[config.mk]
export PLATFORM = sky130hd
export DESIGN_NAME = pm_loader
export DESIGN_NICKNAME = d
export VERILOG_FILES = /design/src/rtl/pm_loader_pkg.sv /design/src/rtl/loader_timeout.sv /design/src/rtl/pm_loader.sv
export SDC_FILE = /design/constraint.sdc
export NUM_CORES = 1
export LEC_CHECK = 0
export BUFFER_PORTS_ARGS = -buffer_cell sky130_fd_sc_hd__buf_4
export CAP_MARGIN = 20
export CELL_PAD_IN_SITES_DETAIL_PLACEMENT = 0
export CELL_PAD_IN_SITES_GLOBAL_PLACEMENT = 1
export CORE_ASPECT_RATIO = 0.7
export CORE_MARGIN = 3
export CORE_UTILIZATION = 45
export DETAILED_ROUTE_END_ITERATION = 10
export PLACE_DENSITY = 0.91
export SYNTH_ARGS = -nofsm -noshare
export SYNTH_HDL_FRONTEND = slang
export SYNTH_SLANG_ARGS = --single-unit
export TNS_END_PERCENT = 1
[constraint.sdc]
create_clock -name clock -period 2.6 [get_ports clock]
set_input_delay 0.52 -clock clock [delete_from_list [all_inputs] [get_ports clock]]
set_output_delay 0.52 -clock clock [all_outputs]
set_load 0.02 [all_outputs]
[src/rtl/pm_loader_pkg.sv]
// Shared definitions for the program-memory boot loader.
package pm_loader_pkg;

  typedef enum logic [2:0] {
    S_IDLE,
    S_COUNT,
    S_HI,
    S_LO,
    S_WRITE,
    S_CHECK,
    S_RUN
  } state_t;

  localparam logic [7:0] HEADER_DEFAULT = 8'hA5;

  // Word counts need one bit more than the widest address so 2^8 fits.
  localparam int CNT_W = 9;

  // A count byte of zero stands for a full memory of 2^pc_width words.
  function automatic logic [CNT_W-1:0] decode_count(input logic [7:0] b,
                                                    input int pc_width);
    logic [CNT_W-1:0] depth;
    depth = CNT_W'(1) << pc_width;
    return (b == 8'h00) ? depth : {1'b0, b};
  endfunction

endpackage

[src/rtl/loader_timeout.sv]
// Clearable saturating idle counter; flags when TIMEOUT idle cycles have passed.
module loader_timeout #(
  parameter int TIMEOUT = 1000
) (
  input  logic clock,
  input  logic reset,
  input  logic clear,
  input  logic enable,
  output logic expired
);

  localparam int TW = $clog2(TIMEOUT + 1);

  logic [TW-1:0] count;

  assign expired = (count == TW'(TIMEOUT));

  // Count idle cycles, holding at TIMEOUT until cleared.
  always_ff @(posedge clock or negedge reset) begin
    if (!reset) begin
      count <= '0;
    end else if (clear) begin
      count <= '0;
    end else if (enable && !expired) begin
      count <= count + 1'b1;
    end
  end

endmodule

[src/rtl/pm_loader.sv]
// Boot loader: parses A5/N/words/checksum frames into program memory and
// releases the core from reset only after a frame verifies.
module pm_loader
  import pm_loader_pkg::*;
#(
  parameter int          PC_WIDTH = 6,
  parameter int          TIMEOUT  = 1000,
  parameter logic [7:0]  HEADER   = HEADER_DEFAULT
) (
  input  logic                clock,
  input  logic                reset,
  input  logic                in_valid,
  input  logic [7:0]          in_data,
  output logic                in_ready,
  input  logic                load_req,
  output logic                pm_we,
  output logic [PC_WIDTH-1:0] pm_addr,
  output logic [15:0]         pm_wdata,
  output logic                core_reset,
  output logic                busy,
  output logic                done,
  output logic                error
);

  localparam logic [CNT_W-1:0] DEPTH = CNT_W'(1) << PC_WIDTH;

  state_t                state;
  logic [PC_WIDTH-1:0]   idx;
  logic [CNT_W-1:0]      n_words;
  logic [7:0]            checksum;
  logic                  accept;
  logic                  timing;
  logic                  expired;
  logic                  last_word;
  logic [CNT_W-1:0]      n_decoded;

  assign in_ready  = (state inside {S_IDLE, S_COUNT, S_HI, S_LO, S_CHECK});
  assign accept    = in_valid && in_ready;
  assign timing    = (state inside {S_COUNT, S_HI, S_LO, S_CHECK});
  assign n_decoded = decode_count(in_data, PC_WIDTH);
  assign last_word = (CNT_W'(idx) == (n_words - 1'b1));

  // Idle time only accumulates while a frame is open and no byte arrives.
  loader_timeout #(
    .TIMEOUT (TIMEOUT)
  ) u_timeout (
    .clock   (clock),
    .reset   (reset),
    .clear   (accept || !timing),
    .enable  (timing && !accept),
    .expired (expired)
  );

  // Frame parser and core-reset sequencer with registered outputs.
  always_ff @(posedge clock or negedge reset) begin
    if (!reset) begin
      state      <= S_IDLE;
      core_reset <= 1'b1;
      pm_we      <= 1'b0;
      pm_addr    <= '0;
      pm_wdata   <= '0;
      busy       <= 1'b0;
      done       <= 1'b0;
      error      <= 1'b0;
      idx        <= '0;
      n_words    <= '0;
      checksum   <= '0;
    end else begin
      pm_we <= 1'b0;
      case (state)
        S_IDLE: begin
          if (accept && in_data == HEADER) begin
            state    <= S_COUNT;
            error    <= 1'b0;
            checksum <= '0;
            idx      <= '0;
            busy     <= 1'b1;
          end
        end
        S_COUNT: begin
          if (accept) begin
            if (n_decoded > DEPTH) begin
              error <= 1'b1;
              busy  <= 1'b0;
              state <= S_IDLE;
            end else begin
              n_words <= n_decoded;
              state   <= S_HI;
            end
          end else if (expired) begin
            error <= 1'b1;
            busy  <= 1'b0;
            state <= S_IDLE;
          end
        end
        S_HI: begin
          if (accept) begin
            pm_wdata[15:8] <= in_data;
            checksum       <= checksum ^ in_data;
            state          <= S_LO;
          end else if (expired) begin
            error <= 1'b1;
            busy  <= 1'b0;
            state <= S_IDLE;
          end
        end
        S_LO: begin
          if (accept) begin
            pm_wdata[7:0] <= in_data;
            checksum      <= checksum ^ in_data;
            pm_we         <= 1'b1;
            pm_addr       <= idx;
            state         <= S_WRITE;
          end else if (expired) begin
            error <= 1'b1;
            busy  <= 1'b0;
            state <= S_IDLE;
          end
        end
        S_WRITE: begin
          if (last_word) begin
            state <= S_CHECK;
          end else begin
            idx   <= idx + 1'b1;
            state <= S_HI;
          end
        end
        S_CHECK: begin
          if (accept) begin
            if (in_data == checksum) begin
              state      <= S_RUN;
              core_reset <= 1'b0;
              done       <= 1'b1;
              busy       <= 1'b0;
            end else begin
              error <= 1'b1;
              busy  <= 1'b0;
              state <= S_IDLE;
            end
          end else if (expired) begin
            error <= 1'b1;
            busy  <= 1'b0;
            state <= S_IDLE;
          end
        end
        S_RUN: begin
          if (load_req) begin
            state      <= S_IDLE;
            core_reset <= 1'b1;
            done       <= 1'b0;
          end
        end
        default: state <= S_IDLE;
      endcase
    end
  end

endmodule

==> impl_metrics.json, run 1 <==
{
  "vias_per_cell": 5.41,
  "min_period_over_period": 0.877,
  "syn-instance-count": 316,
  "reg2reg_setup_slack_ns": 0.32,
  "h-tree-depth": 3,
  "synth_async_sr_flop_share": 1.00,
  "path_cells": "inv_1 > ha_1 > xnor2_1 > a2111oi_2 > a31o_1 > nor3_1 > mux2i_1",
  "top_layer": "met4",
  "diodes": 0,
  "hp-class": "primary input to asynchronous set/reset pin",
  "slew_headroom": 0.479,
  "setup_viol": 0,
  "wl_met1_microns": 3420,
  "nets": 369,
  "port_buffers": 39,
  "status": "finished, final reports clean",
  "drv_slew": 0,
  "cts_sinks": 62,
  "rows": 25,
  "gp_congestion": 0.805,
  "grt_max_degree": 63,
  "cts_hold_buffers": 0,
  "hpwl_microns": 4880,
  "syn_to_final_growth_pct": 17.6,
  "wl_met2_microns": 3040,
  "drtIter0Drc": 95,
  "setup_slack_ns": 0.320,
  "cts_buffer_depth": 2,
  "dr.pass1.iters": 4,
  "drc": 0,
  "core-area_sq_mm": 0.00688,
  "synth_edf_count": 0,
  "finalClockSkew_ns": 0.00991,
  "syn_area_per_cell_sq_um": 10.3,
  "track_usage": 0.184,
  "grt_pass1_vias": 2366,
  "cts_tree": "done",
  "io_pins": 40,
  "antenna_found_initial": 0,
  "path_delay_family": "compound AO/OA/AOI/OAI gates",
  "syn_area_sq_mm": 0.00324,
  "fin_crit_ns": 2.28,
  "clk_latency_ns": 0.35,
  "rsz0062_at_grt": "false",
  "postCtsResizedCells": 0,
  "post_cts_buffers": 0,
  "crit_path_max_incr_delay_ns": 0.51,
  "start_util": 0.471,
  "path_buf_inv": 1,
  "synthFlopType": "dfrtp_1",
  "die_w_microns": 107,
  "setup_tns_ns": 0,
  "grt_overflow": 0,
  "tightest_slew_ns": 0.782,
  "pre_cts_ws_ns": 0.223,
  "cp_data_required_time_ns": 2.83,
  "dieArea_sq_mm": 0.00828,
  "critPathKind": "register to register",
  "layout-drive-gt1-share": 0.265,
  "power_leakage_nw": 1.75,
  "synthDistinctLibCells": 54,
  "synth_seq_cells": 62,
  "grt_pass1_wl_microns": 11900,
  "max_clock_freq_mhz": 439,
  "synth_warnings": 0,
  "critPathArrivalTime_ns": 2.51,
  "worstPathMaxFanout": 11,
  "peakVddDrop_mv": 0.762,
  "cts_root_buf": "clkbuf_8",
  "met3_length_microns": 406,
  "seq_area_frac_synth": 0.479,
  "startpoint_type": "register",
  "drv_cap": 0,
  "power_density_mw_per_mm2": 1050,
  "wl_microns": 6990,
  "die_h_microns": 77.0,
  "clkSlewWorstSetupHoldPaths_ns": 0.08,
  "cp-end-kind": "register",
  "syn_nets": 332,
  "cpMaxStageDelayCell": "dfrtp_1",
  "cts_buffers": 9,
  "finalHoldViolations": 0,
  "ant_nets": 0,
  "route.detailed.wl_per_inst_microns": 15.5,
  "num_vias": 2444
}
-- synth_stat cells, types with 2 or more instances --
master,number,share of area
o21ai_1,6,0.0093
a22o_1,9,0.024
nand4b_1,3,0.0081
nor2_1,23,0.027
inv_1,18,0.021
buf_2,3,0.0046
o31ai_1,3,0.0069
nor3_2,2,0.0062
mux2i_1,5,0.015
clkbuf_1,11,0.013
nand2b_1,3,0.0058
ha_1,4,0.015
nand3_1,22,0.034
o22ai_1,2,0.0039
o211ai_1,3,0.0069
dfrtp_1,61,0.47
or3_1,5,0.0096
a21o_1,3,0.0069
o21a_1,2,0.0046
nor3_1,5,0.0077
xor2_1,7,0.019
a21oi_1,8,0.012
mux2_2,20,0.069
nand2_1,19,0.022
o21ai_0,16,0.025
mux2_4,5,0.023
nand4_1,4,0.0077
xnor2_1,14,0.038
nor2b_1,3,0.0058
and3_1,3,0.0058
-- area by class of cell --
type,instances,area (sq um)
Fill cell,622,3070
Sequential cell,62,1550
Multi-Input combinational cell,217,1540
Timing Repair Buffer,44,330
Clock buffer,10,138
Tap cell,94,118
Inverter,19,71.3
Clock inverter,6,70.1
-- report_power, final --
| part | switching [W] | internal [W] |
|---|---|---|
| registers | 0.000341 | 0.00127 |
| clock network | 0.000408 | 0.000473 |
| logic | 0.000756 | 0.000756 |
| total | 0.00151 | 0.00250 |
-- worst paths after layout --
kind	from	end	cells past startpoint
min	reset	u_timeout.count[7]$_DFFE_PN0P_	1
min reg2reg	done$_DFFE_PN0P_	done$_DFFE_PN0P_	2
max reg2reg	n_words[0]$_DFFE_PN0P_	idx[5]$_DFFE_PN0P_	7
max in group asynchronous	reset	busy$_DFFE_PN0P_	1
max	n_words[0]$_DFFE_PN0P_	idx[5]$_DFFE_PN0P_	7
min in group clock	in_data[3]	n_words[3]$_DFFE_PN0P_	2
-- stage by stage --
stage | total power (W) | instances | util | hold slack, ns | cell area [sq um]
2_1_floorplan | 0.00262 | 316 | - | 0.224 | 3240
3_3_place_gp | 0.00309 | 436 | 0.524 | 0.470 | 3610
3_5_place_dp | 0.00314 | 436 | 0.524 | 0.470 | 3610
4_1_cts | 0.00404 | 452 | 0.555 | 0.274 | 3820
5_1_grt | 0.00426 | 452 | 0.555 | 0.293 | 3820
6_report | 0.00401 | 452 | 0.555 | 0.238 | 3820
-- routing by layer --
metal  global-route usage  vias to the layer above
li1                     -                     1188
met1                0.270                     1185
met2                0.258                       60
met3               0.0496                       11
met4               0.0757                        0
met5                    0                        -
-- cell families after synthesis --
| family | Yosys count | share of synthesized area |
|---|---|---|
| buffers and inverters | 37 | 0.0478 |
| flip-flops | 62 | 0.479 |
| adder cells (fa/ha/maj) | 4 | 0.0154 |
| AND/OR/NAND/NOR | 102 | 0.168 |
| multiplexers | 30 | 0.108 |
| XOR/XNOR | 21 | 0.0567 |
| AO/OA/AOI/OAI | 60 | 0.125 |
-- flip-flops by register name, summed over array words and instances (netlist names) --
signal           count
pm_wdata            16
u_timeout.count     10
checksum             8
n_words              8
idx                  6
pm_addr              6
state                3
busy                 1
core_reset           1
done                 1
error                1
pm_we                1
-- layout by cell type, fill, tap and decap left out, types with 5 or more instances in the layout --
cell type  synthesis  final
dfrtp_1           61     61
or3_1              5      5
a22o_1             9      9
buf_4              1     44
inv_1             18     18
xor2_1             7      7
xnor2_1           14     14
nand3_1           22     22
o21ai_1            6      6
clkbuf_8           0     10
a21oi_1            8      8
nor3_1             5      5
mux2_2            20     20
nor2_1            23     23
mux2i_1            5      5
mux2_4             5      5
nand2_1           19     19
o21ai_0           16     16
Power figures use the tool's default switching activity.
==> run 2: changes to the inputs <==
Clock period 2.6 ns to 2.3 ns, I/O delays scaled along.
==> run 2 against run 1 <==
Clock skew decreased by 0.0034 ns. Die area unchanged. Via count increased by 4.5%. Register-to-register slack got worse by 0.19 ns. Routed wire length rose by 8.3%. Combinational power rose by 20%. Non-clock buffer count up 8. Setup slack got worse by 0.19 ns. Critical path depth stayed put.
==> impl_metrics.json, run 2 (synthesis results as in run 1) <==
{
  "status": "finished, final reports clean",
  "start_util": 0.471,
  "rows": 25,
  "path_buf_inv": 1,
  "vias_per_cell": 5.56,
  "peakVddDrop_mv": 0.671,
  "dr.pass1.iters": 5,
  "drv_cap": 0,
  "die_w_microns": 107,
  "cp_data_required_time_ns": 2.58,
  "grt_pass1_vias": 2595,
  "reg2reg_setup_slack_ns": 0.13,
  "io_pins": 40,
  "r2r-start": "n_words[0]$_DFFE_PN0P_",
  "clkSlewWorstSetupHoldPaths_ns": 0.07,
  "worstPathMaxFanout": 11,
  "path_delay_family": "simple AND/OR/NAND/NOR gates",
  "power_density_mw_per_mm2": 1180,
  "setup_viol": 0,
  "port_buffers": 39,
  "route.detailed.wl_per_inst_microns": 16.5,
  "die_h_microns": 77.0,
  "layout_commonest_cell": "dfrtp_1",
  "top_regs": "pm_wdata (16), u_timeout.count (10)",
  "startpoint_type": "register",
  "cts_buffers": 9,
  "num_vias": 2553,
  "min_period_over_period": 0.943,
  "finalClockSkew_ns": 0.00651,
  "cts_sinks": 62,
  "hpwl_microns": 5310,
  "pre_cts_ws_ns": 0.0603,
  "r2r_end": "idx[4]$_DFFE_PN0P_",
  "wl_microns": 7570,
  "fillerInstances": 603,
  "nets": 377,
  "hp-class": "primary input to asynchronous set/reset pin",
  "grt_pass1_wl_microns": 12700,
  "track_usage": 0.198,
  "ant_nets": 0,
  "critPathArrivalTime_ns": 2.45,
  "drc": 0,
  "mostFrequentLayoutCells": "60 x dfrtp_1, 52 x buf_4, 23 x nor2_1, 22 x nand3_1, 20 x mux2_2",
  "crit_path_max_incr_delay_ns": 0.52,
  "cpMaxStageDelayCell": "or4_1",
  "dieArea_sq_mm": 0.00828,
  "whs_ns": 0.199,
  "syn_to_final_growth_pct": 19.6,
  "clk_latency_ns": 0.34,
  "path_cells": "inv_1 > ha_1 > xnor2_1 > a2111oi_2 > a31o_2 > or4_1 > nand2_1",
  "drtIter0Drc": 229,
  "gp_congestion": 0.797,
  "rsz0062_at_grt": "true",
  "grt_max_degree": 63,
  "max_clock_freq_mhz": 461,
  "drv_slew": 0,
  "antenna_found_initial": 0,
  "slew_headroom": 0.474,
  "cts_buffer_depth": 2,
  "tightest_slew_ns": 0.789,
  "cp-end-kind": "register",
  "largest_reg_flops": 16,
  "diodes": 0,
  "setup_slack_ns": 0.131,
  "layout-drive-gt1-share": 0.288,
  "r2r.worst_path.cells": 7,
  "core-area_sq_mm": 0.00688,
  "h-tree-depth": 3,
  "fin_crit_ns": 2.17,
  "post-route-util": 0.564,
  "grt_overflow": 0,
  "power_leakage_nw": 1.80,
  "finalHoldViolations": 0,
  "critPathKind": "register to register",
  "cts_tree": "done",
  "cts_root_buf": "clkbuf_8",
  "top_register": "pm_wdata"
}
run 2: cell types whose count changed in the layout (fill, tap and decap cells not counted), sizes merged:
cell / change
buf: +8
clkbuf: +2
clkinvlp: -2
inv: -1
run 2: final cells by class:
type | count | area [sq um] | area share
clock buffers | 12 | 165 | 0.0426
clock inverters | 3 | 42.5 | 0.0110
inverters | 19 | 71.3 | 0.0184
multi-input cells | 217 | 1540 | 0.397
flip-flops and latches | 62 | 1550 | 0.401
well taps | 94 | 118 | 0.0303
repair buffers | 52 | 390 | 0.101
run 2: worst max path at each step:
stage                                      start                  to  slack (ns)  cells past startpoint
after floorplan                       in_data[1]   error$_DFFE_PN0P_        0.30                      7
after detailed placement              in_data[1]   error$_DFFE_PN0P_        0.06                      7
after global routing      n_words[2]$_DFFE_PN0P_  idx[5]$_DFFE_PN0P_       -0.02                      6
final                     n_words[0]$_DFFE_PN0P_  idx[4]$_DFFE_PN0P_        0.13                      7
after CTS                 n_words[1]$_DFFE_PN0P_  idx[3]$_DFFE_PN0P_        0.04                      7
after global placement                in_data[1]   error$_DFFE_PN0P_        0.07                      7
run 2: metrics by stage:
| stage | setup TNS, ns | cell area (sq um) | power [W] | cells |
|---|---|---|---|---|
| floorplan | 0 | 3240 | 0.00297 | 316 |
| global placement | 0 | 3670 | 0.00351 | 444 |
| detailed placement | 0 | 3670 | 0.00359 | 444 |
| CTS | 0 | 3880 | 0.00462 | 459 |
| global route | -0.0397 | 3880 | 0.00489 | 459 |
| finish | 0 | 3880 | 0.00459 | 459 |
run 2: power by group:
group | internal [W] | total (W) | switching, W
logic | 0.000884 | 0.00181 | 0.000922
clock network | 0.000581 | 0.000993 | 0.000412
registers | 0.00144 | 0.00179 | 0.000346
total | 0.00291 | 0.00459 | 0.00168
run 2: timing repair:
action                     4_1_cts  5_1_grt
gates resized for setup          0        3
setup buffers                    0        0
hold buffers                     0        0
setup endpoints to repair        0       15
run 2: metal layers:
metal	global-route usage	routed length, microns
met5	0	0
met4	0.0719	87
met3	0.0589	443
met2	0.285	3350
met1	0.281	3700
